<file path="src/rtl/vga_pkg.sv">
// rtl/vga_pkg.sv - shared colour types and the rotating priority pick
package vga_pkg;

  localparam int CW = 10;

  typedef struct packed {
    logic [CW-1:0] r;
    logic [CW-1:0] g;
    logic [CW-1:0] b;
  } rgb_t;

  localparam rgb_t BG_COLOR = rgb_t'(30'h0000_0000);

  // One-hot winner among the low n bits of eff, searching from ptr upward with wrap.
  function automatic logic [7:0] rr_pick(input logic [7:0] eff, input logic [2:0] ptr, input int n);
    logic [15:0] mask;
    logic [15:0] dbl;
    logic [15:0] rot;
    logic [15:0] first;
    logic [15:0] unrot;
    mask  = (16'd1 << n) - 16'd1;
    dbl   = ({8'd0, eff} & mask) | (({8'd0, eff} & mask) << n);
    rot   = (dbl >> ptr) & mask;
    first = rot & (~rot + 16'd1);
    unrot = (first | (first << n)) << ptr;
    return 8'((unrot >> n) & mask);
  endfunction

endpackage

</file>
<file path="src/rtl/layer_arbiter_if.sv">
// rtl/layer_arbiter_if.sv - requester-side and VGA-side bundle of the layer arbiter
interface layer_arbiter_if #(parameter int N_REQ = 4);
  import vga_pkg::*;

  logic                    iValid;
  logic                    iFrameStart;
  logic [N_REQ-1:0]        iReq;
  logic [N_REQ*3*CW-1:0]   iRGB;
  logic                    iRrEn;
  logic                    iCfgWe;
  logic [N_REQ-1:0]        iCfgMask;
  logic [CW-1:0]           oRed;
  logic [CW-1:0]           oGreen;
  logic [CW-1:0]           oBlue;
  logic                    oValid;
  logic [N_REQ-1:0]        oGrant;
  logic [N_REQ-1:0]        oCollision;
  logic                    oCfgPending;

  modport master (
    output iValid, iFrameStart, iReq, iRGB, iRrEn, iCfgWe, iCfgMask,
    input  oRed, oGreen, oBlue, oValid, oGrant, oCollision, oCfgPending
  );

  modport slave (
    input  iValid, iFrameStart, iReq, iRGB, iRrEn, iCfgWe, iCfgMask,
    output oRed, oGreen, oBlue, oValid, oGrant, oCollision, oCfgPending
  );

endinterface

</file>
<file path="src/rtl/rr_priority_pick.sv">
// rtl/rr_priority_pick.sv - rotate, find-first-set, un-rotate; combinational
module rr_priority_pick #(
  parameter int N = 4
) (
  input  logic [N-1:0]         eff,
  input  logic [$clog2(N)-1:0] ptr,
  output logic [N-1:0]         grant
);

  logic [N-1:0] rot;
  logic [N-1:0] first;

  // Doubling the vector turns the wrap-around search into a plain shift.
  always_comb begin
    rot   = N'({eff, eff} >> ptr);
    first = rot & (~rot + {{(N-1){1'b0}}, 1'b1});
    grant = N'(({first, first} << ptr) >> N);
  end

endmodule

</file>
<file path="src/rtl/layer_arbiter.sv">
// rtl/layer_arbiter.sv - per-pixel colour arbiter between layer generators feeding vga_sync
// Two-stage pipeline; priority pointer, enable mask and collision flags change only at frame start.
module layer_arbiter #(
  parameter int            N_REQ    = 4,
  parameter vga_pkg::rgb_t BG_COLOR = vga_pkg::BG_COLOR
) (
  input logic             iCLK,
  input logic             iRST,
  layer_arbiter_if.slave  bus
);
  import vga_pkg::*;

  localparam int PW   = $clog2(N_REQ);
  localparam int RGBW = 3 * CW;
  localparam logic [N_REQ-1:0] ONE = {{(N_REQ-1){1'b0}}, 1'b1};
  localparam logic [PW-1:0]    LAST = PW'(N_REQ - 1);

  logic [N_REQ-1:0]      active_mask;
  logic [N_REQ-1:0]      shadow_mask;
  logic [N_REQ-1:0]      working;
  logic [PW-1:0]         ptr;
  logic [N_REQ-1:0]      s1_eff;
  logic [N_REQ*RGBW-1:0] s1_rgb;
  logic                  s1_valid;
  logic [N_REQ-1:0]      pick_grant;
  logic [N_REQ-1:0]      s2_grant;
  logic [N_REQ-1:0]      s1_hit;
  rgb_t                  s2_rgb;

  rr_priority_pick #(.N(N_REQ)) u_pick (
    .eff   (s1_eff),
    .ptr   (ptr),
    .grant (pick_grant)
  );

  always_comb begin
    s2_grant = s1_valid ? pick_grant : '0;
    s2_rgb   = BG_COLOR;
    for (int k = 0; k < N_REQ; k++) begin
      if (s2_grant[k]) s2_rgb = s1_rgb[k*RGBW +: RGBW];
    end
    // Two or more surviving hits on one active pixel is an overlap.
    s1_hit = (s1_valid && |(s1_eff & (s1_eff - ONE))) ? s1_eff : '0;
  end

  always_ff @(posedge iCLK) begin
    if (iRST) begin
      s1_eff          <= '0;
      s1_rgb          <= '0;
      s1_valid        <= 1'b0;
      bus.oRed        <= '0;
      bus.oGreen      <= '0;
      bus.oBlue       <= '0;
      bus.oValid      <= 1'b0;
      bus.oGrant      <= '0;
      bus.oCollision  <= '0;
      bus.oCfgPending <= 1'b0;
      active_mask     <= '1;
      shadow_mask     <= '1;
      working         <= '0;
      ptr             <= '0;
    end else begin
      s1_eff     <= bus.iReq & active_mask;
      s1_rgb     <= bus.iRGB;
      s1_valid   <= bus.iValid;
      bus.oRed   <= s2_rgb.r;
      bus.oGreen <= s2_rgb.g;
      bus.oBlue  <= s2_rgb.b;
      bus.oGrant <= s2_grant;
      bus.oValid <= s1_valid;

      if (bus.iCfgWe) shadow_mask <= bus.iCfgMask;

      if (bus.iFrameStart) begin
        ptr             <= !bus.iRrEn ? '0 : (ptr == LAST) ? '0 : ptr + PW'(1);
        active_mask     <= bus.iCfgWe ? bus.iCfgMask : shadow_mask;
        bus.oCfgPending <= 1'b0;
        bus.oCollision  <= working;
        // An overlap seen on the boundary cycle seeds the new frame rather than being dropped.
        working         <= s1_hit;
      end else begin
        if (bus.iCfgWe) bus.oCfgPending <= 1'b1;
        working <= working | s1_hit;
      end
    end
  end

endmodule

</file>
<file path="src/flat_wrapper.sv">
// flat-port wrapper written by rule: the top's interface ports become plain ports
module layer_arbiter_flat import vga_pkg::*;
#(
  parameter int            N_REQ    = 4,
  parameter vga_pkg::rgb_t BG_COLOR = vga_pkg::BG_COLOR
)
  (iCLK, iRST, bus_iValid, bus_iFrameStart, bus_iReq, bus_iRGB, bus_iRrEn, bus_iCfgWe, bus_iCfgMask, bus_oRed, bus_oGreen, bus_oBlue, bus_oValid, bus_oGrant, bus_oCollision, bus_oCfgPending);
  layer_arbiter_if #(.N_REQ(N_REQ)) bus_i ();
  input logic iCLK;
  input logic iRST;
  input wire logic [$bits(bus_i.iValid)-1:0] bus_iValid;
  input wire logic [$bits(bus_i.iFrameStart)-1:0] bus_iFrameStart;
  input wire logic [$bits(bus_i.iReq)-1:0] bus_iReq;
  input wire logic [$bits(bus_i.iRGB)-1:0] bus_iRGB;
  input wire logic [$bits(bus_i.iRrEn)-1:0] bus_iRrEn;
  input wire logic [$bits(bus_i.iCfgWe)-1:0] bus_iCfgWe;
  input wire logic [$bits(bus_i.iCfgMask)-1:0] bus_iCfgMask;
  output wire logic [$bits(bus_i.oRed)-1:0] bus_oRed;
  output wire logic [$bits(bus_i.oGreen)-1:0] bus_oGreen;
  output wire logic [$bits(bus_i.oBlue)-1:0] bus_oBlue;
  output wire logic [$bits(bus_i.oValid)-1:0] bus_oValid;
  output wire logic [$bits(bus_i.oGrant)-1:0] bus_oGrant;
  output wire logic [$bits(bus_i.oCollision)-1:0] bus_oCollision;
  output wire logic [$bits(bus_i.oCfgPending)-1:0] bus_oCfgPending;
  assign bus_i.iValid = bus_iValid;
  assign bus_i.iFrameStart = bus_iFrameStart;
  assign bus_i.iReq = bus_iReq;
  assign bus_i.iRGB = bus_iRGB;
  assign bus_i.iRrEn = bus_iRrEn;
  assign bus_i.iCfgWe = bus_iCfgWe;
  assign bus_i.iCfgMask = bus_iCfgMask;
  assign bus_oRed = bus_i.oRed;
  assign bus_oGreen = bus_i.oGreen;
  assign bus_oBlue = bus_i.oBlue;
  assign bus_oValid = bus_i.oValid;
  assign bus_oGrant = bus_i.oGrant;
  assign bus_oCollision = bus_i.oCollision;
  assign bus_oCfgPending = bus_i.oCfgPending;
  layer_arbiter #(.N_REQ(N_REQ), .BG_COLOR(BG_COLOR)) u_core (.iCLK(iCLK), .iRST(iRST), .bus(bus_i));
endmodule
</file>
<file path="config.mk">
export PLATFORM = sky130hd
export DESIGN_NAME = layer_arbiter_flat
export DESIGN_NICKNAME = d
export VERILOG_FILES = /design/src/rtl/vga_pkg.sv /design/src/rtl/layer_arbiter_if.sv /design/src/rtl/rr_priority_pick.sv /design/src/rtl/layer_arbiter.sv /design/src/flat_wrapper.sv
export SDC_FILE = /design/constraint.sdc
export NUM_CORES = 1
export LEC_CHECK = 0
export BUFFER_PORTS_ARGS = -buffer_cell sky130_fd_sc_hd__buf_2
export CAP_MARGIN = 10
export CORE_MARGIN = 3
export CORE_UTILIZATION = 54
export DETAILED_ROUTE_END_ITERATION = 12
export HOLD_SLACK_MARGIN = 0.05
export PLACE_DENSITY = 0.84
export SLEW_MARGIN = 15
export SYNTH_ARGS = -nofsm -noshare
export SYNTH_HDL_FRONTEND = slang
export SYNTH_SLANG_ARGS = --single-unit
</file>
<file path="constraint.sdc">
create_clock -name iCLK -period 4.6 [get_ports iCLK]
set_clock_uncertainty 0.15 [all_clocks]
set_input_delay 0.23 -clock iCLK [delete_from_list [all_inputs] [get_ports iCLK]]
set_output_delay 0.23 -clock iCLK [all_outputs]
set_load 0.01 [all_outputs]
</file>
==> results of run 1 <==
## synthesized netlist by cell type, drive strengths merged
cell,number
nand2,2
or2,30
nor3,1
a221o,30
a32o,30
o22ai,5
nor2b,126
a211oi,6
dfxtp,179
mux2i,5
clkbuf,23
nand3,1
o221a,2
ha,1
nor3b,4
inv,12
and2,3
buf,17
a21oi,5
o31a,1
nor2,13
nand2b,3
o311ai,1
a22o,4
o21a,2
o21ai,1
## through the flow
step	hold WS [ns]	std cells	setup slack, ns	area [um2]	utilization [%]
2_1_floorplan	0.201	507	2.82	5810	-
3_3_place_gp	0.274	782	2.28	6710	64.7
3_5_place_dp	0.277	782	2.17	6710	64.7
## kinds of logic after synthesis
group | Yosys count | share of synthesized area [%]
AND/OR/NAND/NOR | 183 | 19.2
flip-flops | 179 | 61.7
AO/OA/AOI/OAI | 87 | 13.7
buffers and inverters | 52 | 4.27
multiplexers | 5 | 0.862
adder cells (fa/ha/maj) | 1 | 0.215
==> qor.csv, run 1 <==
metric,value,unit
hold_buffers,163,
cts_root_buf,clkbuf_8,
die_x,110,um
ys_seq_elements,179,
cts.sinks,179,
cts_buffers,17,
postSynthAreaPerCell,11.5,um2
status,stopped before the end,
synth_top_cell_area_share,61.7,%
fp.dieH,110,um
syn-num-nets,642,
place.gp.congestion,0.837,
yosys.cell_types.count,31,
yosys_warnings,0,
yosysTopAreaCell,dfxtp_1,
error_line,[ERROR RSZ-0060] Max buffer count reached.,
syn_area,5810,um2
synth_seq_area_share,61.7,%
post_cts_buffers,0,
syn_inst,507,
port_buffers,173,
synthTopCellsByArea,"dfxtp_1 62%, nor2b_1 13%, a221o_1 5.2%",
ios,174,
clock_path_buffers,2,
htreeDepth,4,
rows,37,
cts_resized,0,
start_util,56.0,%
flow.stopped_at,clock tree synthesis (4_1_cts),
dpl.hpwl,8490,um
==> run 2: changes to the inputs <==
--- a/config.mk
+++ b/config.mk
@@ -8,10 +8,9 @@
 export BUFFER_PORTS_ARGS = -buffer_cell sky130_fd_sc_hd__buf_2
 export CAP_MARGIN = 10
 export CORE_MARGIN = 3
-export CORE_UTILIZATION = 54
+export CORE_UTILIZATION = 40
 export DETAILED_ROUTE_END_ITERATION = 12
-export HOLD_SLACK_MARGIN = 0.05
-export PLACE_DENSITY = 0.84
+export PLACE_DENSITY_LB_ADDON = 0.15
 export SLEW_MARGIN = 15
 export SYNTH_ARGS = -nofsm -noshare
 export SYNTH_HDL_FRONTEND = slang
==> run 2 against run 1 <==
  * Synthesized cell count unchanged
  * The run now ends clean
  * Area after synthesis unchanged
==> qor.csv, run 2 <==
metric,value,unit,change
drt_pass1_iterations,4,,
power,3.47,mW,
fp.coreArea,14000,um2,
synth_seq_area_share,61.7,%,unchanged
synthTopCellsByArea,"dfxtp_1 62%, nor2b_1 13%, a221o_1 5.2%",,
syn_area,5810,um2,unchanged
cts_buffers,17,,unchanged
post-route-period-util,49.4,%,
design_area,8710,um2,
rsz0062_at_grt,false,,
arrival,2.48,ns,
post_drt_via_cell_ratio,4.66,,
crit_required,4.81,ns,
start_util,41.4,%,-15 points
rows,43,,+16%
antenna_found_initial,0,,
intPower,2.76,mW,
synth_ff_type,dfxtp_1,,
hold_start,bus_iFrameStart,,
grt_util_all_layers,18.9,%,
hold_class,input pin to flip-flop,,
dp_slack,2.20,ns,+0.0307 ns
vias,4596,,
ios,174,,unchanged
setup_viol,0,,
maxSlewHeadroom,42.1,%,
fin_hold_ws,0.0805,ns,
cts.sinks,179,,unchanged
dpl.hpwl,8560,um,+0.85%
layout_common_cells,"179 x dfxtp_1, 172 x buf_2, 131 x dlygate4sd3_1, 125 x nor2b_1",,
htreeDepth,4,,unchanged
grt_max_degree,78,,
irDropWorstVdd,278,uV,
maxCapViolations,0,,
fin_crit,2.27,ns,
antenna_cells,0,,
synth_edf_count,0,,unchanged
netSwitchingPower,710,uW,
critPathLaunch,u_core.ptr[1]$_SDFFE_PP0P_,,
clk_pin_slew_worst_paths,0.06,ns,
cts_root_buf,clkbuf_16,,
route.detailed.drc,0,,
final_common_cell,dfxtp_1,,
yosys.cell_types.count,31,,unchanged
fp.dieH,127,um,+15%
fmax,441,MHz,
drtAntennaViolNets,0,,
cts_resized,0,,unchanged
path_max_fanout,18,,
async_flop_share,0,%,unchanged
fin_tns_setup,0,ns,
top_register,u_core.s1_rgb,,
finish.utilization,62.1,%,
routedWlPerCell,15.0,um,
die_x,127,um,+15%
comb_power_share,8.9,%,
overflow,0,,
yosys_warnings,0,,unchanged
ys_seq_elements,179,,unchanged
fin_nets,929,,
reg2reg_slack,2.33,ns,
slew_violations,0,,
total_leakage_power,3.77,nW,
status,"finished, final reports clean",,
grt_pass1_wl,23900,um,
drive_above_1_share,26.6,%,
synth_common_cells,"179 x dfxtp_1, 125 x nor2b_1, 30 x a221o_1, 30 x a32o_1, 30 x or2_1",,
totalWireLength,14800,um,
cts_tree,yes,,
finalHoldViolCount,0,,
stdcell_count,987,,
fillers,1096,,
layout_setup_ws,2.33,ns,
end_kind,flip-flop,,
drtIter0Drc,278,,
place.gp.congestion,0.760,,-9.1%
dieArea,16000,um2,
post-place-cells,824,,+5.4%
port_buffers,173,,unchanged
powerDensity,399,nW/um2,
worst_pin_slew,0.867,ns,
pwr-share-clk,43.6,%,
grt_pass1_vias,4855,,
syn2layout_area_growth,50.0,%,
p_seq_share,47.5,%,
syn-num-nets,642,,unchanged
largest_reg_flops,120,,
r2r_start,u_core.ptr[1]$_SDFFE_PP0P_,,
clkLatencyLatePin,0.41,ns,
sw_frac_of_total,20.4,%,
startpoint_type,flip-flop,,
yosysMostFrequentCell,dfxtp_1,,
postSynthAreaPerCell,11.5,um2,unchanged
clock_path_buffers,2,,unchanged
syn_inst,507,,unchanged
place_area,6760,um2,+0.76%
synth_top_cell_area_share,61.7,%,unchanged
path_class,flip-flop to flip-flop,,
yosysTopAreaCell,dfxtp_1,,
[run 2: timing repair]
| action | in CTS | in global routing |
|---|---|---|
| endpoints found under the hold margin | 135 | 0 |
| hold buffers | 131 | 0 |
| buffers inserted | 0 | 0 |
[run 2: worst paths after layout]
path,endpoint,depth (start not counted)
worst max-delay path,u_core.bus.oRed[7]$_SDFF_PP0_,6
worst min-delay path,u_core.ptr[1]$_SDFFE_PP0P_,3
worst max register to register,u_core.bus.oRed[7]$_SDFF_PP0_,6
worst min register to register,u_core.s1_eff[2]$_SDFF_PP0_,2
[run 2: layer usage]
layer	vias up	track usage [%]	share of wire, %
met5	-	0	0
met4	0	6.69	1.6
met3	23	4.51	5.3
met2	140	32.3	49
met1	2126	23.4	44
li1	2307	-	-
[run 2: power by group through the flow]
stage / Clock (mW) / Sequential (mW) / Combinational (mW)
floorplan: 0 / 1.68 / 0.134
global route: 1.61 / 1.66 / 0.341
finish: 1.52 / 1.65 / 0.310
CTS: 1.55 / 1.65 / 0.309
detailed placement: 0 / 1.68 / 0.222
global placement: 0 / 1.68 / 0.220
[run 2: critical path, stage by stage, from the launching register on]
cell and delay, ns:
dfxtp_1 0.51, inv_1 0.10, a21oi_1 0.14, o221a_2 0.24, and2_1 0.52, buf_4 0.37, a32o_1 0.17
[run 2: area by class of cell]
| cell class | instances | area, um2 | share of cell area (%) |
|---|---|---|---|
| flip-flops and latches | 179 | 3580 | 41.1 |
| well taps | 180 | 225 | 2.58 |
| multi-input cells | 276 | 2010 | 23.1 |
| repair buffers | 308 | 2210 | 25.4 |
| inverters | 12 | 45.0 | 0.517 |
| clock buffers | 24 | 522 | 5.99 |
| clock inverters | 8 | 119 | 1.36 |
[run 2: kinds of logic (layout without fill, tap and decap cells)]
logic type | after synthesis | in the layout | share of synthesized area, %
simple gates | 183 | 183 | 19.2
fa+ha+maj | 1 | 1 | 0.215
buf+inv | 52 | 352 | 4.27
flops | 179 | 179 | 61.7
compound gates | 87 | 87 | 13.7
mux | 5 | 5 | 0.862
Power figures use the tool's default switching activity.
==> run 3: changes to the inputs <==
==> constraint.sdc (replaced) <==
create_clock -name iCLK -period 2.32 [get_ports iCLK]
set_clock_uncertainty 0.15 [all_clocks]
set_input_delay 0.116 -clock iCLK [delete_from_list [all_inputs] [get_ports iCLK]]
set_output_delay 0.116 -clock iCLK [all_outputs]
set_load 0.01 [all_outputs]
==> run 3 against run 2 <==
  * Die area is the same
  * Utilization up 0.77 points
  * Cell count up 1.1%
  * Design area rose by 1.2%
  * Count of clock-buffer cells in the layout is the same
  * Routed wire length rose by 2.3%
  * Clock power up 100%
  * Largest cell class unchanged
  * Highest routed layer unchanged
==> qor.csv, run 3 (synthesis results as in run 2) <==
metric,value,unit,change
status,"finished, final reports clean",,
irDropWorstVdd,518,uV,+86%
arrival,2.38,ns,-0.10 ns
grt_max_degree,82,,+5.1%
crit_required,2.52,ns,-2.29 ns
post-place-cells,829,,+0.61%
comb_power_share,9.1,%,+0.2 points
crit_slowest_cell,nor2_4,,
sw_frac_of_total,20.4,%,-0.037 points
crit_family,simple AND/OR/NAND/NOR gates,,
powerDensity,790,nW/um2,+98%
rsz0062_at_grt,false,,
start_util,41.4,%,unchanged
route.detailed.drc,0,,unchanged
cts_root_buf,clkbuf_16,,
critPathMaxStageDelay,0.69,ns,+0.17 ns
pwr-share-clk,44.0,%,+0.4 points
fin_hold_ws,0.0504,ns,-0.0301 ns
routedWlPerCell,15.2,um,+1.2%
grt_pass1_vias,4878,,+0.47%
grt_util_all_layers,19.1,%,+0.18 points
drive_above_1_share,26.9,%,+0.25 points
totalWireLength,15200,um,+2.3%
post_cts_buffers,0,,unchanged
fmax,459,MHz,+4.2%
grt_pass1_wl,24100,um,+0.92%
finish.utilization,62.8,%,+0.77 points
overflow,0,,unchanged
fp.coreArea,14000,um2,unchanged
netSwitchingPower,1.42,mW,+100%
port_buffers,173,,unchanged
place_area,6800,um2,+0.55%
slew_violations,0,,unchanged
fillers,1085,,-1.0%
antenna_cells,0,,unchanged
htreeDepth,4,,unchanged
total_leakage_power,3.82,nW,+1.4%
crit_chain,nand2b_1 > a21oi_1 > nor2_4 > a221o_1 > a32o_1,,
critPathBufInv,0,,-2
fin_tns_setup,0,ns,unchanged
cts_tree,yes,,
power,6.97,mW,+100%
p_seq_share,46.9,%,-0.6 points
clock_path_buffers,2,,unchanged
ios,174,,unchanged
dpl.hpwl,8610,um,+0.61%
largest_reg_flops,120,,unchanged
place.gp.congestion,0.776,,+2.1%
finalHoldViolCount,0,,unchanged
drt_pass1_iterations,6,,+2
post_drt_via_cell_ratio,4.62,,-0.71%
startpoint_type,flip-flop,,
intPower,5.55,mW,+100%
design_area,8820,um2,+1.2%
fp.dieH,127,um,unchanged
top_register,u_core.s1_rgb,,
syn2layout_area_growth,51.9,%,
maxCapViolations,0,,unchanged
layout_setup_ws,0.142,ns,-2.19 ns
drtAntennaViolNets,0,,unchanged
path_class,flip-flop to flip-flop,,
stdcell_count,998,,+1.1%
fin_nets,940,,+1.2%
dp_slack,0.0219,ns,-2.17 ns
dieArea,16000,um2,unchanged
path_max_fanout,30,,+12
end_kind,flip-flop,,
post-route-period-util,93.9,%,+45 points
setup_viol,0,,unchanged
antenna_found_initial,0,,unchanged
hold_class,input pin to flip-flop,,
maxSlewHeadroom,40.7,%,-1.4 points
cts.sinks,179,,unchanged
clk_pin_slew_worst_paths,0.06,ns,about the same
cts_buffers,17,,unchanged
final_common_cell,dfxtp_1,,
worst_pin_slew,0.888,ns,+0.0210 ns
vias,4614,,+0.39%
layout_common_cells,"178 x dfxtp_1, 172 x buf_2, 136 x dlygate4sd3_1, 125 x nor2b_1",,
fin_crit,2.18,ns,-0.0925 ns
clkLatencyLatePin,0.41,ns,about the same
die_x,127,um,unchanged
drtIter0Drc,241,,-13%
rows,43,,unchanged
[run 3: changes by cell type in the layout (fill, tap and decap cells not counted)]
cell	before	now
clkinvlp_4	0	1
clkinv_4	0	1
clkinv_2	4	2
dfxtp_1	179	178
dfxtp_2	0	1
clkbuf_8	7	5
buf_6	0	1
buf_4	5	10
bufinv_16	3	4
clkbuf_1	0	2
dlygate4sd3_1	131	136
inv_6	1	0
[run 3: what timing repair did]
| item | CTS | global route |
|---|---|---|
| endpoints found under the setup margin | 0 | 22 |
| hold buffers | 136 | 0 |
| endpoints found under the hold margin | 140 | 0 |
| resized for setup | 0 | 1 |
[run 3: final cells by class]
type / instances / area, um2 / area share, %
sequential: 179 / 3580 / 40.6
clock inverter: 8 / 146 / 1.66
multi-input combinational: 276 / 2010 / 22.8
clock buffer: 24 / 502 / 5.69
inverter: 12 / 45.0 / 0.511
timing repair buffer: 319 / 2310 / 26.2
tap: 180 / 225 / 2.55
[run 3: routing by layer]
| layer | global-route usage (%) | wire length, um | up-vias |
|---|---|---|---|
| li1 | - | - | 2327 |
| met1 | 23.3 | 6840 | 2125 |
| met2 | 32.2 | 7200 | 132 |
| met3 | 4.55 | 745 | 30 |
| met4 | 8.52 | 377 | 0 |
| met5 | 0 | 0 | - |
[run 3: final timing paths]
path / startpoint / end / slack, ns / cells past startpoint
max: u_core.ptr[0]$_SDFFE_PP0P_ / u_core.bus.oGreen[4]$_SDFF_PP0_ / 0.14 / 5
min: iRST / u_core.bus.oGrant[0]$_SDFF_PP0_ / 0.05 / 3
max reg2reg: u_core.ptr[0]$_SDFFE_PP0P_ / u_core.bus.oGreen[4]$_SDFF_PP0_ / 0.14 / 5
min reg2reg: u_core.active_mask[2]$_SDFFE_PP1P_ / u_core.s1_eff[2]$_SDFF_PP0_ / 0.28 / 2
[run 3: worst register-to-register path, cell delays in order (launching register included)]
cell,delay (ns)
dfxtp_1,0.53
nand2b_1,0.16
a21oi_1,0.11
nor2_4,0.69
a221o_1,0.30
a32o_1,0.17
[run 3: power groups by stage]
| stage | Clock [mW] | Combinational (mW) | Sequential, mW |
|---|---|---|---|
| after floorplan | 0 | 0.265 | 3.32 |
| after global placement | 0 | 0.447 | 3.33 |
| after detailed placement | 0 | 0.453 | 3.33 |
| after CTS | 3.12 | 0.632 | 3.27 |
| after global routing | 3.26 | 0.699 | 3.28 |
| final | 3.07 | 0.637 | 3.27 |
==> run 4: changes to the inputs <==
--- a/config.mk
+++ b/config.mk
@@ -10,7 +10,7 @@
 export CORE_MARGIN = 3
 export CORE_UTILIZATION = 40
 export DETAILED_ROUTE_END_ITERATION = 12
-export PLACE_DENSITY_LB_ADDON = 0.15
+export PLACE_DENSITY = 0.75
 export SLEW_MARGIN = 15
 export SYNTH_ARGS = -nofsm -noshare
 export SYNTH_HDL_FRONTEND = slang
==> run 4 against run 3 <==
  * Power fell by 1.8%
  * Combinational power rose by 1%
  * Via count rose by 4.5%
  * Count of clock-buffer cells in the layout fell by 4
  * Utilization fell by 0.29 points
  * Non-clock buffer count fell by 2
  * Sequential cell count did not move
==> qor.csv, run 4 (synthesis results as in run 2) <==
metric,value,unit,change
fin_tns_setup,0,ns,unchanged
fp.coreArea,14000,um2,unchanged
path_max_fanout,31,,+3.3%
rows,43,,unchanged
slew_violations,0,,unchanged
grt_pass1_vias,5279,,+8.2%
drtIter0Drc,298,,+24%
top_register,u_core.s1_rgb,,
clock_path_buffers,2,,unchanged
fin_hold_ws,0.0467,ns,-0.00372 ns
grt_max_degree,94,,+15%
fin_crit,2.19,ns,+0.0104 ns
totalWireLength,16500,um,+9.0%
total_leakage_power,3.79,nW,-0.91%
antenna_found_initial,0,,unchanged
crit_required,2.47,ns,-0.05 ns
layout_setup_ws,0.132,ns,-0.0104 ns
sw_frac_of_total,21.8,%,+1.4 points
cts_root_buf,clkbuf_16,,
post_cts_buffers,0,,unchanged
syn2layout_area_growth,51.2,%,
end_kind,flip-flop,,
worst_pin_slew,0.921,ns,+0.0326 ns
route.detailed.drc,0,,unchanged
dr_wl_met3,881,um,+18%
cts_buffers,17,,unchanged
post_drt_via_cell_ratio,4.83,,+4.5%
layout_common_cells,"179 x dfxtp_1, 172 x buf_2, 136 x dlygate4sd3_1, 125 x nor2b_1",,
maxCapViolations,0,,unchanged
place_area,6790,um2,-0.11%
post-route-period-util,94.3,%,+0.45 points
intPower,5.35,mW,-3.5%
powerDensity,780,nW/um2,-1.3%
wl_met1,6600,um,-3.5%
maxSlewHeadroom,38.6,%,-2.0 points
startpoint_type,flip-flop,,
fmax,457,MHz,-0.48%
power,6.85,mW,-1.8%
largest_reg_flops,120,,unchanged
dpl.hpwl,8940,um,+3.9%
rsz0062_at_grt,false,,
comb_power_share,9.4,%,+0.3 points
final_common_cell,dfxtp_1,,
status,"finished, final reports clean",,
setup_viol,0,,unchanged
drive_above_1_share,27.1,%,+0.16 points
grt_util_all_layers,20.5,%,+1.4 points
clk_pin_slew_worst_paths,0.07,ns,about the same
design_area,8780,um2,-0.45%
cts.sinks,179,,unchanged
place.gp.congestion,0.765,,-1.4%
cts_tree,yes,,
dieArea,16000,um2,unchanged
met2WireLength,8590,um,+19%
drtAntennaViolNets,0,,unchanged
fp.dieH,127,um,unchanged
vias,4823,,+4.5%
top_layer,met4,,
ios,174,,unchanged
port_buffers,173,,unchanged
p_seq_share,47.8,%,+0.9 points
fin_nets,939,,-0.11%
overflow,0,,unchanged
routedWlPerCell,16.6,um,+9.0%
hold_class,input pin to flip-flop,,
htreeDepth,4,,unchanged
arrival,2.34,ns,-0.04 ns
die_x,127,um,unchanged
start_util,41.4,%,unchanged
finalHoldViolCount,0,,unchanged
irDropWorstVdd,473,uV,-8.6%
drt_pass1_iterations,4,,-2
clkLatencyLatePin,0.42,ns,about the same
netSwitchingPower,1.50,mW,+5.1%
pwr-share-clk,42.8,%,-1.2 points
path_class,flip-flop to flip-flop,,
dp_slack,0.138,ns,+0.116 ns
grt_pass1_wl,25800,um,+7.1%
## run 4: power groups by stage
stage | Clock, mW | Combinational [mW] | Sequential [mW]
after floorplan | 0 | 0.265 | 3.32
after global placement | 0 | 0.429 | 3.33
after detailed placement | 0 | 0.445 | 3.34
after CTS | 2.97 | 0.625 | 3.27
after global routing | 3.10 | 0.700 | 3.28
final | 2.93 | 0.644 | 3.27
## run 4: path summary, 6_finish.rpt
| path | startpoint | endpoint | slack, ns | cells past startpoint |
|---|---|---|---|---|
| setup / recovery | u_core.s1_eff[0]$_SDFF_PP0_ | u_core.bus.oGreen[0]$_SDFF_PP0_ | 0.13 | 4 |
| hold / removal | iRST | u_core.bus.oGrant[0]$_SDFF_PP0_ | 0.05 | 3 |
| hold reg to reg | u_core.s1_rgb[107]$_SDFF_PP0_ | u_core.bus.oGreen[7]$_SDFF_PP0_ | 0.30 | 1 |
| setup reg to reg | u_core.s1_eff[0]$_SDFF_PP0_ | u_core.bus.oGreen[0]$_SDFF_PP0_ | 0.13 | 4 |
## run 4: worst max-delay path: stages (launching register included)
cell and delay (ns):
dfxtp_1 0.48, nor2_1 0.17, o221a_2 0.55, a221o_1 0.45
a32o_1 0.25
## run 4: cell type report
class                      instances  area (um2)
fill                            1039        5260
sequential                       179        3580
timing repair buffer             317        2290
multi-input combinational        277        2030
clock buffer                      20         457
tap                              180         225
clock inverter                    12         154
inverter                          12        45.0
antenna                            1        2.50
## run 4: timing repair
action / CTS / global route
setup endpoints to repair: 0 / 30
gates resized for setup: 0 / 2
endpoints found under the hold margin: 138 / 0
hold buffers: 136 / 0
## run 4: through the flow
stage / instances / util (%)
after floorplan: 507 / -
after CTS: 996 / 62.4
after detailed placement: 828 / 48.4
after global routing: 997 / 62.5
after global placement: 828 / 48.4
final: 998 / 62.5
## run 4: per-layer routing
metal	up-vias	global-route usage, %
li1	2332	-
met1	2273	22.0
met2	177	37.4
met3	41	5.52
met4	0	9.15
met5	-	0
